--- config.mk ---
export PLATFORM = sky130hd
export DESIGN_NAME = fpu_mult_pipe_flat
export DESIGN_NICKNAME = d
export VERILOG_FILES = /design/src/rtl/fpu_mult_pipe_if.sv /design/src/rtl/fpu_mult_pipe.sv /design/src/flat_wrapper.sv
export SDC_FILE = /design/constraint.sdc
export NUM_CORES = 1
export LEC_CHECK = 0
export CELL_PAD_IN_SITES_DETAIL_PLACEMENT = 0
export CELL_PAD_IN_SITES_GLOBAL_PLACEMENT = 1
export CORE_ASPECT_RATIO = 0.75
export CORE_MARGIN = 4
export CORE_UTILIZATION = 50
export CTS_BUF_LIST = sky130_fd_sc_hd__clkbuf_8
export DETAILED_ROUTE_END_ITERATION = 10
export MAX_ROUTING_LAYER = met4
export PLACE_DENSITY_LB_ADDON = 0.2
export SETUP_SLACK_MARGIN = 0.02
export SYNTH_ARGS = -nofsm -noshare
export SYNTH_HDL_FRONTEND = slang
export SYNTH_SLANG_ARGS = --single-unit
--- constraint.sdc ---
create_clock -name CLK -period 24.1 [get_ports CLK]
set_clock_uncertainty 0.1 [all_clocks]
set_input_delay 4.82 -clock CLK [delete_from_list [all_inputs] [get_ports CLK]]
set_output_delay 4.82 -clock CLK [all_outputs]
set_load 0.05 [all_outputs]
--- src/rtl/fpu_mult_pipe_if.sv ---
// fpu_mult_pipe_if -- operand/result bus of the pipelined floating-point multiplier.
//
// Handshake: a beat moves across a channel on a rising CLK edge where that
// channel's valid and ready are both high. A source holds valid and its payload
// stable until the beat is taken. A sink may raise or lower ready at any time.
//   input channel : in_valid / in_ready, payload float1, float2, rnd_mode
//   output channel: out_valid / out_ready, payload product, flags
//
// Modports:
//   master -- operand producer / result consumer (drives in_*, out_ready)
//   slave  -- the multiplier (drives in_ready, out_valid, product, flags)
interface fpu_mult_pipe_if #(
  parameter int EXP_W  = 5,
  parameter int FRAC_W = 10
) ();
  localparam int FLOAT_W = 1 + EXP_W + FRAC_W;

  logic               in_valid;
  logic               in_ready;
  logic [FLOAT_W-1:0] float1;
  logic [FLOAT_W-1:0] float2;
  logic               rnd_mode;   // 0 = round-nearest-even, 1 = round-toward-zero
  logic               out_valid;
  logic               out_ready;
  logic [FLOAT_W-1:0] product;
  logic [3:0]         flags;      // {invalid, overflow, underflow, inexact}

  modport master (
    output in_valid, float1, float2, rnd_mode, out_ready,
    input  in_ready, out_valid, product, flags
  );

  modport slave (
    input  in_valid, float1, float2, rnd_mode, out_ready,
    output in_ready, out_valid, product, flags
  );
endinterface

--- src/rtl/fpu_mult_pipe.sv ---
// fpu_mult_pipe -- three-stage pipelined IEEE-style floating-point multiplier.
//   S1: unpack, classify specials, normalize subnormal operands, add exponents
//   S2: significand multiply
//   S3: normalize, round (RNE or RTZ), handle overflow/underflow, pack
// Each stage holds one operation and a valid bit. A stage loads whenever it is
// empty or its contents leave that cycle, so bubbles collapse and stalls ripple
// back combinationally from out_ready to in_ready.
//
// Ports:
//   CLK  -- clock, all state on rising edge
//   RST  -- asynchronous active-high reset, clears every stage
//   bus  -- fpu_mult_pipe_if.slave: operands in, product/flags out
module fpu_mult_pipe #(
  parameter int EXP_W  = 5,
  parameter int FRAC_W = 10
) (
  input logic            CLK,
  input logic            RST,
  fpu_mult_pipe_if.slave bus
);
  localparam int FLOAT_W = 1 + EXP_W + FRAC_W;
  localparam int SIG_W   = FRAC_W + 1;
  localparam int PROD_W  = 2 * SIG_W;
  localparam int EW      = EXP_W + 2;   // signed exponent width, wide enough not to wrap
  localparam int BIAS    = (1 << (EXP_W - 1)) - 1;

  localparam logic [EXP_W-1:0]    EXP_ONES = '1;
  localparam logic signed [EW-1:0] BIAS_S  = EW'(BIAS);
  localparam logic signed [EW-1:0] ONE_S   = EW'(1);
  localparam logic signed [EW-1:0] EMAX_S  = EW'((1 << EXP_W) - 1);
  localparam logic signed [EW-1:0] SH_LIM  = EW'(FRAC_W + 2);

  localparam logic [1:0] CLS_NUM  = 2'd0;
  localparam logic [1:0] CLS_NAN  = 2'd1;
  localparam logic [1:0] CLS_INF  = 2'd2;
  localparam logic [1:0] CLS_ZERO = 2'd3;

  typedef struct packed {
    logic                  is_zero;
    logic                  is_inf;
    logic                  is_nan;
    logic                  is_snan;
    logic [SIG_W-1:0]      sig;    // leading one at MSB for any finite nonzero value
    logic signed [EW-1:0]  uexp;   // unbiased exponent of sig's MSB
  } op_t;

  // Subnormals are shifted left until the leading one reaches the hidden-bit
  // position; the exponent drops by the same amount below the minimum normal.
  function automatic op_t unpack(input logic [FLOAT_W-1:0] f);
    op_t              o;
    logic [EXP_W-1:0] e;
    logic [FRAC_W-1:0] m;
    logic [SIG_W-1:0] s;
    int               lz;
    logic             found;
    e     = f[FLOAT_W-2 -: EXP_W];
    m     = f[FRAC_W-1:0];
    lz    = 0;
    found = 1'b0;
    o.is_zero = (e == '0) && (m == '0);
    o.is_inf  = (e == EXP_ONES) && (m == '0);
    o.is_nan  = (e == EXP_ONES) && (m != '0);
    o.is_snan = o.is_nan && !m[FRAC_W-1];
    if (e == '0) begin
      s = {1'b0, m};
      for (int i = SIG_W - 1; i >= 0; i--) begin
        if (!found) begin
          if (s[i]) found = 1'b1;
          else      lz    = lz + 1;
        end
      end
      o.sig  = s << lz;
      o.uexp = ONE_S - BIAS_S - EW'(lz);
    end else begin
      o.sig  = {1'b1, m};
      o.uexp = $signed({2'b00, e}) - BIAS_S;
    end
    return o;
  endfunction

  // Stage registers
  logic                 r1_v, r1_sign, r1_inv, r1_rnd;
  logic [1:0]           r1_cls;
  logic signed [EW-1:0] r1_exp;
  logic [SIG_W-1:0]     r1_siga, r1_sigb;
  logic                 r2_v, r2_sign, r2_inv, r2_rnd;
  logic [1:0]           r2_cls;
  logic signed [EW-1:0] r2_exp;
  logic [PROD_W-1:0]    r2_prod;
  logic                 r_out_v;
  logic [FLOAT_W-1:0]   r_product;
  logic [3:0]           r_flags;

  logic w_adv1, w_adv2, w_adv3;
  assign w_adv3 = ~r_out_v | bus.out_ready;
  assign w_adv2 = ~r2_v | w_adv3;
  assign w_adv1 = ~r1_v | w_adv2;

  assign bus.in_ready  = w_adv1;
  assign bus.out_valid = r_out_v;
  assign bus.product   = r_product;
  assign bus.flags     = r_flags;

  // S1 classification
  op_t        w_a, w_b;
  logic       w_zero_inf;
  logic [1:0] w_cls;
  logic       w_inv;
  assign w_a        = unpack(bus.float1);
  assign w_b        = unpack(bus.float2);
  assign w_zero_inf = (w_a.is_zero & w_b.is_inf) | (w_a.is_inf & w_b.is_zero);
  assign w_inv      = w_a.is_snan | w_b.is_snan | w_zero_inf;

  always_comb begin
    w_cls = CLS_NUM;
    if (w_a.is_nan | w_b.is_nan | w_zero_inf) w_cls = CLS_NAN;
    else if (w_a.is_inf | w_b.is_inf)         w_cls = CLS_INF;
    else if (w_a.is_zero | w_b.is_zero)       w_cls = CLS_ZERO;
  end

  // S3 normalize / round / pack
  logic                 w_carry, w_tiny, w_g, w_s, w_inc, w_inexact, w_ovf;
  logic [PROD_W-1:0]    w_nm, w_shifted;
  logic signed [EW-1:0] w_be, w_sh, w_bef;
  logic [SIG_W-1:0]     w_keep;
  logic [SIG_W:0]       w_rounded;
  logic [EXP_W-1:0]     w_exp_field;
  logic [FLOAT_W-1:0]   w_pack;
  logic [3:0]           w_fl;

  always_comb begin
    // Product of two [1,2) significands lies in [1,4); put its leading one at the MSB.
    w_carry = r2_prod[PROD_W-1];
    w_nm    = w_carry ? r2_prod : (r2_prod << 1);
    w_be    = r2_exp + BIAS_S + $signed({{(EW-1){1'b0}}, w_carry});
    w_tiny  = (w_be < ONE_S);
    // Tiny results are denormalized so the stored exponent field becomes zero.
    w_sh    = w_tiny ? (ONE_S - w_be) : '0;
    w_shifted = '0;
    if (w_sh > SH_LIM) begin
      w_keep = '0;
      w_g    = 1'b0;
      w_s    = 1'b1;
    end else begin
      w_shifted = w_nm >> w_sh;
      w_keep    = w_shifted[PROD_W-1 -: SIG_W];
      w_g       = w_shifted[PROD_W-1-SIG_W];
      w_s       = (|w_shifted[PROD_W-2-SIG_W:0]) | (|(w_nm & ~({PROD_W{1'b1}} << w_sh)));
    end
    w_inc      = ~r2_rnd & w_g & (w_s | w_keep[0]);
    w_rounded  = {1'b0, w_keep} + {{SIG_W{1'b0}}, w_inc};
    w_inexact  = w_g | w_s;
    // A carry out of rounding turns 1.11..1 into 10.00..0: fraction bits are
    // already zero, only the exponent moves up.
    w_bef      = w_be + $signed({{(EW-1){1'b0}}, w_rounded[SIG_W]});
    w_ovf      = ~w_tiny & (w_bef >= EMAX_S);
    // A subnormal that rounds into the hidden-bit position becomes min normal.
    w_exp_field = w_tiny ? {{(EXP_W-1){1'b0}}, w_rounded[SIG_W-1]} : w_bef[EXP_W-1:0];

    w_pack = '0;
    w_fl   = 4'b0000;
    case (r2_cls)
      CLS_NAN: begin
        w_pack = '1;
        w_fl   = {r2_inv, 3'b000};
      end
      CLS_INF:  w_pack = {r2_sign, EXP_ONES, {FRAC_W{1'b0}}};
      CLS_ZERO: w_pack = {r2_sign, {(FLOAT_W-1){1'b0}}};
      default: begin
        if (w_ovf) begin
          w_pack = r2_rnd ? {r2_sign, EXP_ONES - 1'b1, {FRAC_W{1'b1}}}
                          : {r2_sign, EXP_ONES, {FRAC_W{1'b0}}};
          w_fl   = 4'b0101;
        end else begin
          w_pack = {r2_sign, w_exp_field, w_rounded[FRAC_W-1:0]};
          w_fl   = {2'b00, w_tiny & w_inexact, w_inexact};
        end
      end
    endcase
  end

  always_ff @(posedge CLK or posedge RST) begin
    if (RST) begin
      r1_v      <= 1'b0;
      r1_sign   <= 1'b0;
      r1_inv    <= 1'b0;
      r1_rnd    <= 1'b0;
      r1_cls    <= CLS_NUM;
      r1_exp    <= '0;
      r1_siga   <= '0;
      r1_sigb   <= '0;
      r2_v      <= 1'b0;
      r2_sign   <= 1'b0;
      r2_inv    <= 1'b0;
      r2_rnd    <= 1'b0;
      r2_cls    <= CLS_NUM;
      r2_exp    <= '0;
      r2_prod   <= '0;
      r_out_v   <= 1'b0;
      r_product <= '0;
      r_flags   <= '0;
    end else begin
      if (w_adv1) begin
        r1_v    <= bus.in_valid;
        r1_sign <= bus.float1[FLOAT_W-1] ^ bus.float2[FLOAT_W-1];
        r1_inv  <= w_inv;
        r1_rnd  <= bus.rnd_mode;
        r1_cls  <= w_cls;
        r1_exp  <= w_a.uexp + w_b.uexp;
        r1_siga <= w_a.sig;
        r1_sigb <= w_b.sig;
      end
      if (w_adv2) begin
        r2_v    <= r1_v;
        r2_sign <= r1_sign;
        r2_inv  <= r1_inv;
        r2_rnd  <= r1_rnd;
        r2_cls  <= r1_cls;
        r2_exp  <= r1_exp;
        r2_prod <= PROD_W'(r1_siga) * PROD_W'(r1_sigb);
      end
      if (w_adv3) begin
        r_out_v   <= r2_v;
        r_product <= w_pack;
        r_flags   <= w_fl;
      end
    end
  end
endmodule

--- src/flat_wrapper.sv ---
// flat-port wrapper written by rule: the top's interface ports become plain ports
module fpu_mult_pipe_flat 
#(
  parameter int EXP_W  = 5,
  parameter int FRAC_W = 10
)
  (CLK, RST, bus_in_valid, bus_float1, bus_float2, bus_rnd_mode, bus_out_ready, bus_in_ready, bus_out_valid, bus_product, bus_flags);
  fpu_mult_pipe_if #(.EXP_W(EXP_W), .FRAC_W(FRAC_W)) bus_i ();
  input logic CLK;
  input logic RST;
  input wire logic [$bits(bus_i.in_valid)-1:0] bus_in_valid;
  input wire logic [$bits(bus_i.float1)-1:0] bus_float1;
  input wire logic [$bits(bus_i.float2)-1:0] bus_float2;
  input wire logic [$bits(bus_i.rnd_mode)-1:0] bus_rnd_mode;
  input wire logic [$bits(bus_i.out_ready)-1:0] bus_out_ready;
  output wire logic [$bits(bus_i.in_ready)-1:0] bus_in_ready;
  output wire logic [$bits(bus_i.out_valid)-1:0] bus_out_valid;
  output wire logic [$bits(bus_i.product)-1:0] bus_product;
  output wire logic [$bits(bus_i.flags)-1:0] bus_flags;
  assign bus_i.in_valid = bus_in_valid;
  assign bus_i.float1 = bus_float1;
  assign bus_i.float2 = bus_float2;
  assign bus_i.rnd_mode = bus_rnd_mode;
  assign bus_i.out_ready = bus_out_ready;
  assign bus_in_ready = bus_i.in_ready;
  assign bus_out_valid = bus_i.out_valid;
  assign bus_product = bus_i.product;
  assign bus_flags = bus_i.flags;
  fpu_mult_pipe #(.EXP_W(EXP_W), .FRAC_W(FRAC_W)) u_core (.CLK(CLK), .RST(RST), .bus(bus_i));
endmodule
# --- Word-level counts from Yosys, hierarchy flattened ---
# Cells that the tools add are included.
word_totals:
  register_bits: 91
  latch_bits: 0
  mem_bits_rw: 0
  mem_bits_ro: 0
  inputBits: 37
  out_inout_bits: 22
  wordCells: 235
  mem_count: 0
classes:
  n_addsub: 30
  multipliers: 1
  n_div: 0
  order_cmp: 3
  n_eq_ne: 5
  shift: 4
  n_mux: 128
  n_bitwise: 27
  reduce_logical: 19
op_table:
  columns: ["operator", "n"]
  rows:
  - ["$mux 32", 60]
  - ["$add 32x2->32 const B", 20]
  - ["$shl 10x32->11", 2]
  - ["$mux 1", 54]
  - ["$pmux 16 s3", 1]
  - ["$mux 18", 2]
  - ["$and 22x22->22", 1]
  - ["$mul 11x11->22", 1]
  - ["$mux 11", 2]
  - ["$mux 22", 1]
  - ["$not 22->22", 1]
  - ["$reduce_or 22->1", 1]
  - ["$shl 22x7->22 const A", 1]
  - ["$shr 22x7->22", 1]
  - ["$logic_not 10->1", 2]
  - ["$reduce_bool 10->1", 2]
  - ["$mux 15", 1]
  - ["$add 7x2->7", 2]
  - ["$sub 5x7->7 const A", 2]
  - ["$or 1x1->1", 13]
  - ["$add 11x1->12", 1]
  - ["$sub 5x4->6 const B", 2]
  - ["$eq 5x5->1 const B", 2]
  - ["$logic_not 5->1", 2]
  - ["20 further kinds", 40]

# --- Depth between registers and ports, before layout ---
# Gate-level depths: netlist of run 1.
logic_depth:
  word_depth: 44
  mapped_depth: 41
  mapped_depth_nobuf: 38

# --- Least setup slack after synthesis of run 1 ---
# No wires, ideal clock.
synth_timing:
  path_type: "input to register"
  start: "input port bus_float2[8]"
  end: "register u_core.r1_exp[6]"
  setup_time_ps: 164
  t_arrival_ps: 12147
  t_required_ps: 23836
  slack_ps: 11689
  stages: 40
  n_path_buf: 3
  cell_sequence: "or3_1 > or4_1 > clkbuf_1 > or3_1 > clkbuf_1 > a21oi_1 > clkbuf_1 > a21oi_1 > ha_1 > or3b_2 > a31oi_1 > ha_1 > mux2i_1 > inv_1 > ha_1 > nor2_1 > a21oi_1 > ha_1 > [... 4 more ...] > nand2_1 > nand2_1 > ha_1 > mux2i_1 > nor2_1 > a21oi_1 > inv_1 > ha_1 > o21ai_0 > inv_1 > fa_1 > inv_1 > a21oi_1 > o21bai_1 > a21o_1 > a21oi_1 > xnor2_1 > a21oi_1"
synth_via:
  elab_chain_cells: 38
  elab_cells_between_ends: 55
  classes_between: "add/sub (10); mux (45)"
synth_lines:
  columns: ["element", "line", "text"]
  rows:
  - ["start, declared", "flat_wrapper.sv:13", "input wire logic [$bits(bus_i.float2)-1:0] bus_float2;"]
  - ["$mux 32", "fpu_mult_pipe.sv:68", "if (s[i]) found = 1'b1;"]
  - ["$mux 32", "fpu_mult_pipe.sv:67", "if (!found) begin"]
  - ["$mux 32", "fpu_mult_pipe.sv:64", "if (e == '0) begin"]
  - ["$add 32x2->32", "fpu_mult_pipe.sv:69", "else lz = lz + 1;"]
  - ["$mux 32", "fpu_mult_pipe.sv:68", null]
  - ["$mux 32", "fpu_mult_pipe.sv:67", null]
  - ["$mux 32", "fpu_mult_pipe.sv:64", null]
  - ["$add 32x2->32", "fpu_mult_pipe.sv:69", null]
  - ["[... 22 more ...]", null, null]
  - ["$mux 32", "fpu_mult_pipe.sv:64", null]
  - ["$add 32x2->32", "fpu_mult_pipe.sv:69", null]
  - ["$mux 32", "fpu_mult_pipe.sv:68", null]
  - ["$mux 32 *", "fpu_mult_pipe.sv:67", null]
  - ["$mux 32 *", "fpu_mult_pipe.sv:64", null]
  - ["$sub 5x7->7 *", "fpu_mult_pipe.sv:73", "o.uexp = ONE_S - BIAS_S - EW'(lz);"]
  - ["$mux 18 *", "fpu_mult_pipe.sv:64", null]
  - ["$add 7x7->7 *", "fpu_mult_pipe.sv:209", "r1_exp <= w_a.uexp + w_b.uexp;"]
  - ["end signal, assigned", "fpu_mult_pipe.sv:209", null]
  - ["end, declared", "fpu_mult_pipe.sv:84", "logic signed [EW-1:0] r1_exp;"]
# Every way passes the cells marked *; elsewhere a longest branch is shown, timed or not. The select of a mux whose other input is x is not followed.
# A chain may end at the register's enable or synchronous reset.

# --- Final worst setup path of run 1 ---
layout_timing:
  start: "input port bus_float2[9]"
  end: "register u_core.r1_exp[6]"
layout_via:
  elab_chain_cells: 41
  elab_cells_between_ends: 59
  classes_between: "add/sub (11); mux (48)"
layout_lines:
  columns: ["element", "line"]
  rows:
  - ["$mux 32", "fpu_mult_pipe.sv:68"]
  - ["$mux 32", "fpu_mult_pipe.sv:64"]
  - ["$add 32x2->32", "fpu_mult_pipe.sv:69"]
  - ["$mux 32", "fpu_mult_pipe.sv:68"]
  - ["$mux 32", "fpu_mult_pipe.sv:67"]
  - ["$mux 32", "fpu_mult_pipe.sv:64"]
  - ["$add 32x2->32", "fpu_mult_pipe.sv:69"]
  - ["$mux 32", "fpu_mult_pipe.sv:68"]
  - ["[... 25 more ...]", null]
  - ["$mux 32", "fpu_mult_pipe.sv:64"]
  - ["$add 32x2->32", "fpu_mult_pipe.sv:69"]
  - ["$mux 32", "fpu_mult_pipe.sv:68"]
  - ["$mux 32 *", "fpu_mult_pipe.sv:67"]
  - ["$mux 32 *", "fpu_mult_pipe.sv:64"]
  - ["$sub 5x7->7 *", "fpu_mult_pipe.sv:73"]
  - ["$mux 18 *", "fpu_mult_pipe.sv:64"]
  - ["$add 7x7->7 *", "fpu_mult_pipe.sv:209"]
# Marked as above.

==> results_dict.tcl, run 1 <==
set metrics [dict create \
    cp_slowest_cell "sky130_fd_sc_hd__or4_1" \
    yosysWarnings 0 \
    multi_input_comb_area_um2 9390 \
    die_h_um 145 \
    finalSetupViolCount 0 \
    grtUsageMet3 0.0547 \
    top_usage_layer "met1" \
    post_cts.repair.setup_buffers 0 \
    final_min_period_over_clock_period 0.546 \
    clock_latency_on_the_worst_skew_pair_ps 420 \
    num-fill-cells 2374 \
    synth_area_um2 12500 \
    cpMostUsedCell "sky130_fd_sc_hd__a21oi_1" \
    worstSetupStartpointType "input pin" \
    cts_tree "built" \
    crit_path_max_incr_delay_ps 710 \
    dp_worst_setup_slack_ps 10530 \
    avgSynthCellArea_um2 7.89 \
    end_kind "flop" \
    fin_worst_hold_slack_ps 383 \
    final_layout_size_suffix_gt1_frac 0.0517 \
    netlist_instances 1582 \
    timing.critical_path.to "u_core.r1_exp[6]" \
    num_io_pins 59 \
    cts_made_buffers 9 \
    final-instance-count-excl-fill 1916 \
    critical_path_class "in2reg" \
    final.setup.tns_ps 0 \
    first_global_vias 10600 \
    floorplan.rows 49 \
    timing.max_slew.rel_slack 0.327 \
    pin_count_of_the_biggest_net_entering_global_routing 76 \
    cts_repair_resize_count 0 \
    max_freq_ghz 0.0760 \
    post_detailed_route_drc_marker_count 0 \
    drt_wl_total_um 35600 \
    cts-hold-fix-buffers 0 \
    clock-root-buffer "sky130_fd_sc_hd__clkbuf_8" \
    grt_use_met1 0.412 \
    grt_antenna_before_repair 0 \
    cts.reportedPaths.clkPinSlew_ps 130 \
    timing.final.hold_violations 0 \
    drt-vias-per-instance 6.04 \
    worstPathMaxFanout 13 \
    dr_total_vias 11600 \
    worst_r2r_startpoint "u_core.r2_prod[21]" \
    detailedRoute.firstIterationViolations 1149 \
    clock_tree.htree_level_count 3 \
    globalplace.congestion 1.03 \
    floorplan.initialDensity 0.514 \
    maxSlewViolCount 0 \
    yosys_register_bits 91 \
    yosysSeqAreaShare 0.182 \
    ant_nets 0 \
    chipWidth_um 190 \
    clock_path_buffers 2 \
    numClockSinks 91 \
    coreArea_um2 24300 \
    synth.lib_cells_used.distinct 90 \
    postSynth.asyncResetShare 1.00 \
    timing.critical_path.required_ps 24290 \
    grtUsageMet2 0.362 \
    grt_overflow_total 0 \
    r2r_cells 31 \
    rsz_0062_raised_after_global_routing "no" \
    setup.worst_path.start "bus_float2[9]" \
    critPathArrivalTime_ps 13340 \
    r2r-end "u_core.bus.product[4]" \
    place_inst 1900 \
    layout.area.seq_um2 2280 \
    detailedRoute.firstPassIterationCount 5 \
    dp.final_hpwl_um 27500 \
    antenna_cells_inserted 0 \
    timing.final.crit_period_ps 13160 \
    grt_util_all_layers 0.266 \
    detail_route.wl_per_cell_um 18.6 \
    grt_pass1_wl_um 57400 \
    fin_nets 1794 \
    p_r_area_growth_vs_syn_pct 7.91 \
    most_instantiated_flip_flop_cell_in_the_synthesis_netlist "sky130_fd_sc_hd__dfrtp_1" \
    portBuffers 58 \
    synth-edff-count 0 \
    die_area_um2 27600 \
    final_ws_setup_ps 10940 \
    worst-r2r-setup-slack_ps 13850 \
    worst_pin_slew_ps 1010 \
    drv.max_cap_violation_count 0 \
    worst_hold_path_type "reg2reg" \
    run_status "finished, final reports clean" \
]
-- layer usage --
layer | vias up | wire length (µm)
met4 | 0 | 332
met2 | 413 | 14200
met1 | 5645 | 18200
met5 | - | 0
li1 | 5490 | -
met3 | 30 | 2830
-- worst max-delay path, delay by kind of cell --
kind | cells | cell delay (ps)
AOI/OAI and AO/OA | 13 | 1810
xor gates and xnor gates | 1 | 150
adders and majority gates | 8 | 2480
buffers and inverters | 6 | 1110
muxes | 2 | 380
and+or+nand+nor | 9 | 2600
-- layout by cell type, fill, tap and decap left out, drive strengths merged, types with 12 or more instances in the layout --
| master | instances |
|---|---|
| nor3 | 41 |
| clkdlybuf4s50 | 58 |
| buf | 15 |
| nand3 | 35 |
| xor2 | 22 |
| nand2b | 16 |
| mux2i | 52 |
| xnor2 | 36 |
| or3 | 12 |
| nand2 | 206 |
| and2 | 69 |
| dfrtp | 91 |
| ha | 96 |
| o21ai | 78 |
| fa | 81 |
| nor2b | 15 |
| a211oi | 17 |
| mux2 | 14 |
| inv | 127 |
| a31oi | 22 |
| a22oi | 19 |
| nor2 | 135 |
| o211ai | 14 |
| a21oi | 113 |
-- synth_stat cells (all sizes together) (10+ instances only) --
| cell | count | area share |
|---|---|---|
| nand2 | 206 | 0.062 |
| nor2 | 135 | 0.041 |
| inv | 125 | 0.038 |
| a21oi | 113 | 0.046 |
| ha | 96 | 0.096 |
| dfrtp | 91 | 0.18 |
| fa | 81 | 0.13 |
| clkbuf | 80 | 0.024 |
| o21ai | 78 | 0.032 |
| and2 | 69 | 0.035 |
| mux2i | 52 | 0.042 |
| nor3 | 41 | 0.017 |
| xnor2 | 36 | 0.026 |
| nand3 | 35 | 0.014 |
| a31oi | 22 | 0.011 |
| xor2 | 22 | 0.015 |
| a22oi | 19 | 0.011 |
| a211oi | 17 | 0.010 |
| nand2b | 16 | 0.0080 |
| nor2b | 15 | 0.0077 |
| mux2 | 14 | 0.013 |
| o211ai | 14 | 0.0088 |
| or3 | 12 | 0.0060 |
| buf | 11 | 0.0061 |
| a21o | 10 | 0.0060 |
-- registers in the layout (all words and copies together) (netlist names), 2 cells and up --
| signal | flops |
|---|---|
| u_core.r2_exp | 7 |
| u_core.r1_cls | 2 |
| u_core.r1_exp | 7 |
| u_core.r2_prod | 22 |
| u_core.bus.flags | 4 |
| u_core.bus.product | 16 |
| u_core.r1_siga | 11 |
| u_core.r2_cls | 2 |
| u_core.r1_sigb | 11 |
-- area by class of cell --
class | instances | share of cell area
multi-input combinational | 1278 | 0.697
sequential | 91 | 0.169
timing repair buffer | 73 | 0.0515
inverter | 127 | 0.0355
tap | 331 | 0.0307
clock buffer | 9 | 0.00919
clock inverter | 7 | 0.00678
-- worst min-delay path by stage --
stage,to,start,cells past startpoint
floorplan,u_core.r2_sign,u_core.r2_sign,2
global placement,u_core.bus.flags[2],u_core.bus.flags[2],2
detailed placement,u_core.bus.product[15],u_core.bus.product[15],2
CTS,u_core.bus.flags[2],u_core.bus.flags[2],2
global route,u_core.bus.out_valid,u_core.r2_v,1
finish,u_core.bus.flags[2],u_core.bus.flags[2],2
-- through the flow --
step                cell area [µm²]   util
floorplan                     12500      -
global placement              13300  0.546
detailed placement            13300  0.546
CTS                           13500  0.555
global route                  13500  0.555
finish                        13500  0.555
-- logic make-up (layout without fill, tap and decap cells) --
group / count (synthesis) / count (layout) / synth area share
XOR/XNOR: 58 / 58 / 0.0413
adder cells (fa/ha/maj): 178 / 178 / 0.227
other: 1 / 6 / 0.000300
buffers and inverters: 218 / 216 / 0.0684
AO/OA/AOI/OAI: 375 / 375 / 0.195
AND/OR/NAND/NOR: 595 / 595 / 0.231
flip-flops: 91 / 91 / 0.182
multiplexers: 66 / 66 / 0.0543
Power of run 1 is left out: the tool's default activity adds up to more than one toggle a clock period on the data nets, which glitch-free logic cannot reach.
==> run 2, diff against run 1 <==
--- a/config.mk
+++ b/config.mk
@@ -9,7 +9,7 @@
 export CELL_PAD_IN_SITES_GLOBAL_PLACEMENT = 1
 export CORE_ASPECT_RATIO = 0.75
 export CORE_MARGIN = 4
-export CORE_UTILIZATION = 50
+export CORE_UTILIZATION = 44
 export CTS_BUF_LIST = sky130_fd_sc_hd__clkbuf_8
 export DETAILED_ROUTE_END_ITERATION = 10
 export MAX_ROUTING_LAYER = met4
==> constraint.sdc (replaced) <==
create_clock -name CLK -period 11 [get_ports CLK]
set_clock_uncertainty 0.1 [all_clocks]
set_input_delay 2.2 -clock CLK [delete_from_list [all_inputs] [get_ports CLK]]
set_output_delay 2.2 -clock CLK [all_outputs]
set_load 0.05 [all_outputs]
==> results_dict.tcl, run 2 (same netlist as run 1, synthesis figures left out) <==
set metrics [dict create \
    cts.reportedPaths.clkPinSlew_ps 120 \
    final.setup.tns_ps 0 \
    chipWidth_um 203 \
    p_r_area_growth_vs_syn_pct 9.05 \
    timing.critical_path.required_ps 11170 \
    grt_use_met1 0.372 \
    grtUsageMet3 0.0413 \
    detailedRoute.firstPassIterationCount 5 \
    first_global_vias 10800 \
    coreArea_um2 28000 \
    clock_latency_on_the_worst_skew_pair_ps 400 \
    timing.final.crit_period_ps 10050 \
    top_usage_layer "met1" \
    max_freq_ghz 0.0995 \
    cts-hold-fix-buffers 0 \
    detail_route.wl_per_cell_um 18.4 \
    critical_path_class "in2reg" \
    numClockSinks 91 \
    fin_nets 1803 \
    clock_tree.htree_level_count 3 \
    layout.cell_area.non_filler_um2 13600 \
    end_kind "flop" \
    critPathArrivalTime_ps 10220 \
    worst_hold_path_type "reg2reg" \
    timing.max_slew.rel_slack 0.306 \
    clock_path_buffers 2 \
    final_min_period_over_clock_period 0.914 \
    crit_path_max_incr_delay_ps 590 \
    cpMostUsedCell "sky130_fd_sc_hd__a21oi_1" \
    floorplan.initialDensity 0.446 \
    most-common-layout-cells "sky130_fd_sc_hd__nand2_1 (205), sky130_fd_sc_hd__nor2_1 (134), sky130_fd_sc_hd__inv_1 (123)" \
    rsz_0062_raised_after_global_routing "no" \
    grt_util_all_layers 0.239 \
    drt-vias-per-instance 5.84 \
    drt_wl_total_um 36300 \
    clock-root-buffer "sky130_fd_sc_hd__clkbuf_8" \
    grt_overflow_total 0 \
    worstSetupStartpointType "input pin" \
    dr_total_vias 11600 \
    grtUsageMet2 0.327 \
    globalplace.congestion 1.02 \
    die_h_um 154 \
    drv.max_cap_violation_count 0 \
    maxSlewViolCount 0 \
    cts_tree "built" \
    antenna_cells_inserted 0 \
    portBuffers 58 \
    layout_commonest_cell "sky130_fd_sc_hd__nand2_1" \
    largest_register_ffs 22 \
    worst_pin_slew_ps 1040 \
    post_detailed_route_drc_marker_count 0 \
    num-fill-cells 2865 \
    num_io_pins 59 \
    grt_antenna_before_repair 0 \
    ant_nets 0 \
    timing.final.hold_violations 0 \
    die_area_um2 31200 \
    worstPathMaxFanout 12 \
    cts_made_buffers 9 \
    final_layout_size_suffix_gt1_frac 0.0577 \
    grt_pass1_wl_um 59000 \
    detailedRoute.firstIterationViolations 1112 \
    floorplan.rows 53 \
    place_area_um2 13400 \
    run_status "finished, final reports clean" \
    finalSetupViolCount 0 \
    cp_slowest_cell "sky130_fd_sc_hd__or4_4" \
    regMostFlops "u_core.r2_prod" \
    dp.final_hpwl_um 28600 \
    pin_count_of_the_biggest_net_entering_global_routing 65 \
]
-- run 2: layer usage --
| layer | wire (µm) | up-vias |
|---|---|---|
| li1 | - | 5514 |
| met2 | 15000 | 341 |
| met4 | 342 | 0 |
| met5 | 0 | - |
| met1 | 18600 | 5682 |
| met3 | 2390 | 27 |
-- run 2: stage by stage --
stage	utilization	hold WS, ps	worst slack (ps)	instances
2_1_floorplan	-	333	1210	1587
3_3_place_gp	0.479	353	580	1963
3_5_place_dp	0.479	357	448	1963
4_1_cts	0.486	385	849	1979
5_1_grt	0.486	403	205	1979
6_report	0.486	381	951	1979
-- run 2: timing repair --
item / in CTS / in global routing
resized for setup: 0 / 1
setup buffers: 0 / 0
hold endpoints to repair: 0 / 0
setup endpoints to repair: 0 / 1
-- run 2: area by class of cell --
type / count / area, µm² / area share
clock buffer: 9 / 124 / 0.00910
timing repair buffer: 82 / 761 / 0.0559
clock inverter: 7 / 93.8 / 0.00689
sequential: 91 / 2280 / 0.167
inverter: 127 / 479 / 0.0352
tap: 385 / 482 / 0.0354
multi-input combinational: 1278 / 9400 / 0.690
-- run 2: path summary, 6_finish.rpt --
| check | startpoint | to | slack [ps] | cells after the start |
|---|---|---|---|---|
| worst max-delay path | bus_float2[8] | u_core.r1_exp[6] | 950 | 38 |
| worst min-delay path | u_core.bus.flags[2] | u_core.bus.flags[2] | 380 | 2 |
| worst min register to register | u_core.bus.flags[2] | u_core.bus.flags[2] | 380 | 2 |
| max in group asynchronous | RST | u_core.r2_prod[2] | 7590 | 3 |
| worst max register to register | u_core.r2_prod[21] | u_core.bus.product[4] | 1870 | 29 |
| min in group asynchronous | RST | u_core.bus.product[1] | 2040 | 2 |
-- run 2: critical path, delay by kind of cell --
kind / cells / cell delay (ps)
compound gates: 13 / 1810
buf+inv: 5 / 910
xor+xnor: 1 / 160
simple gates: 9 / 2300
fa+ha+maj: 8 / 2450
mux: 2 / 390
Power of run 2 is left out for the same reason.
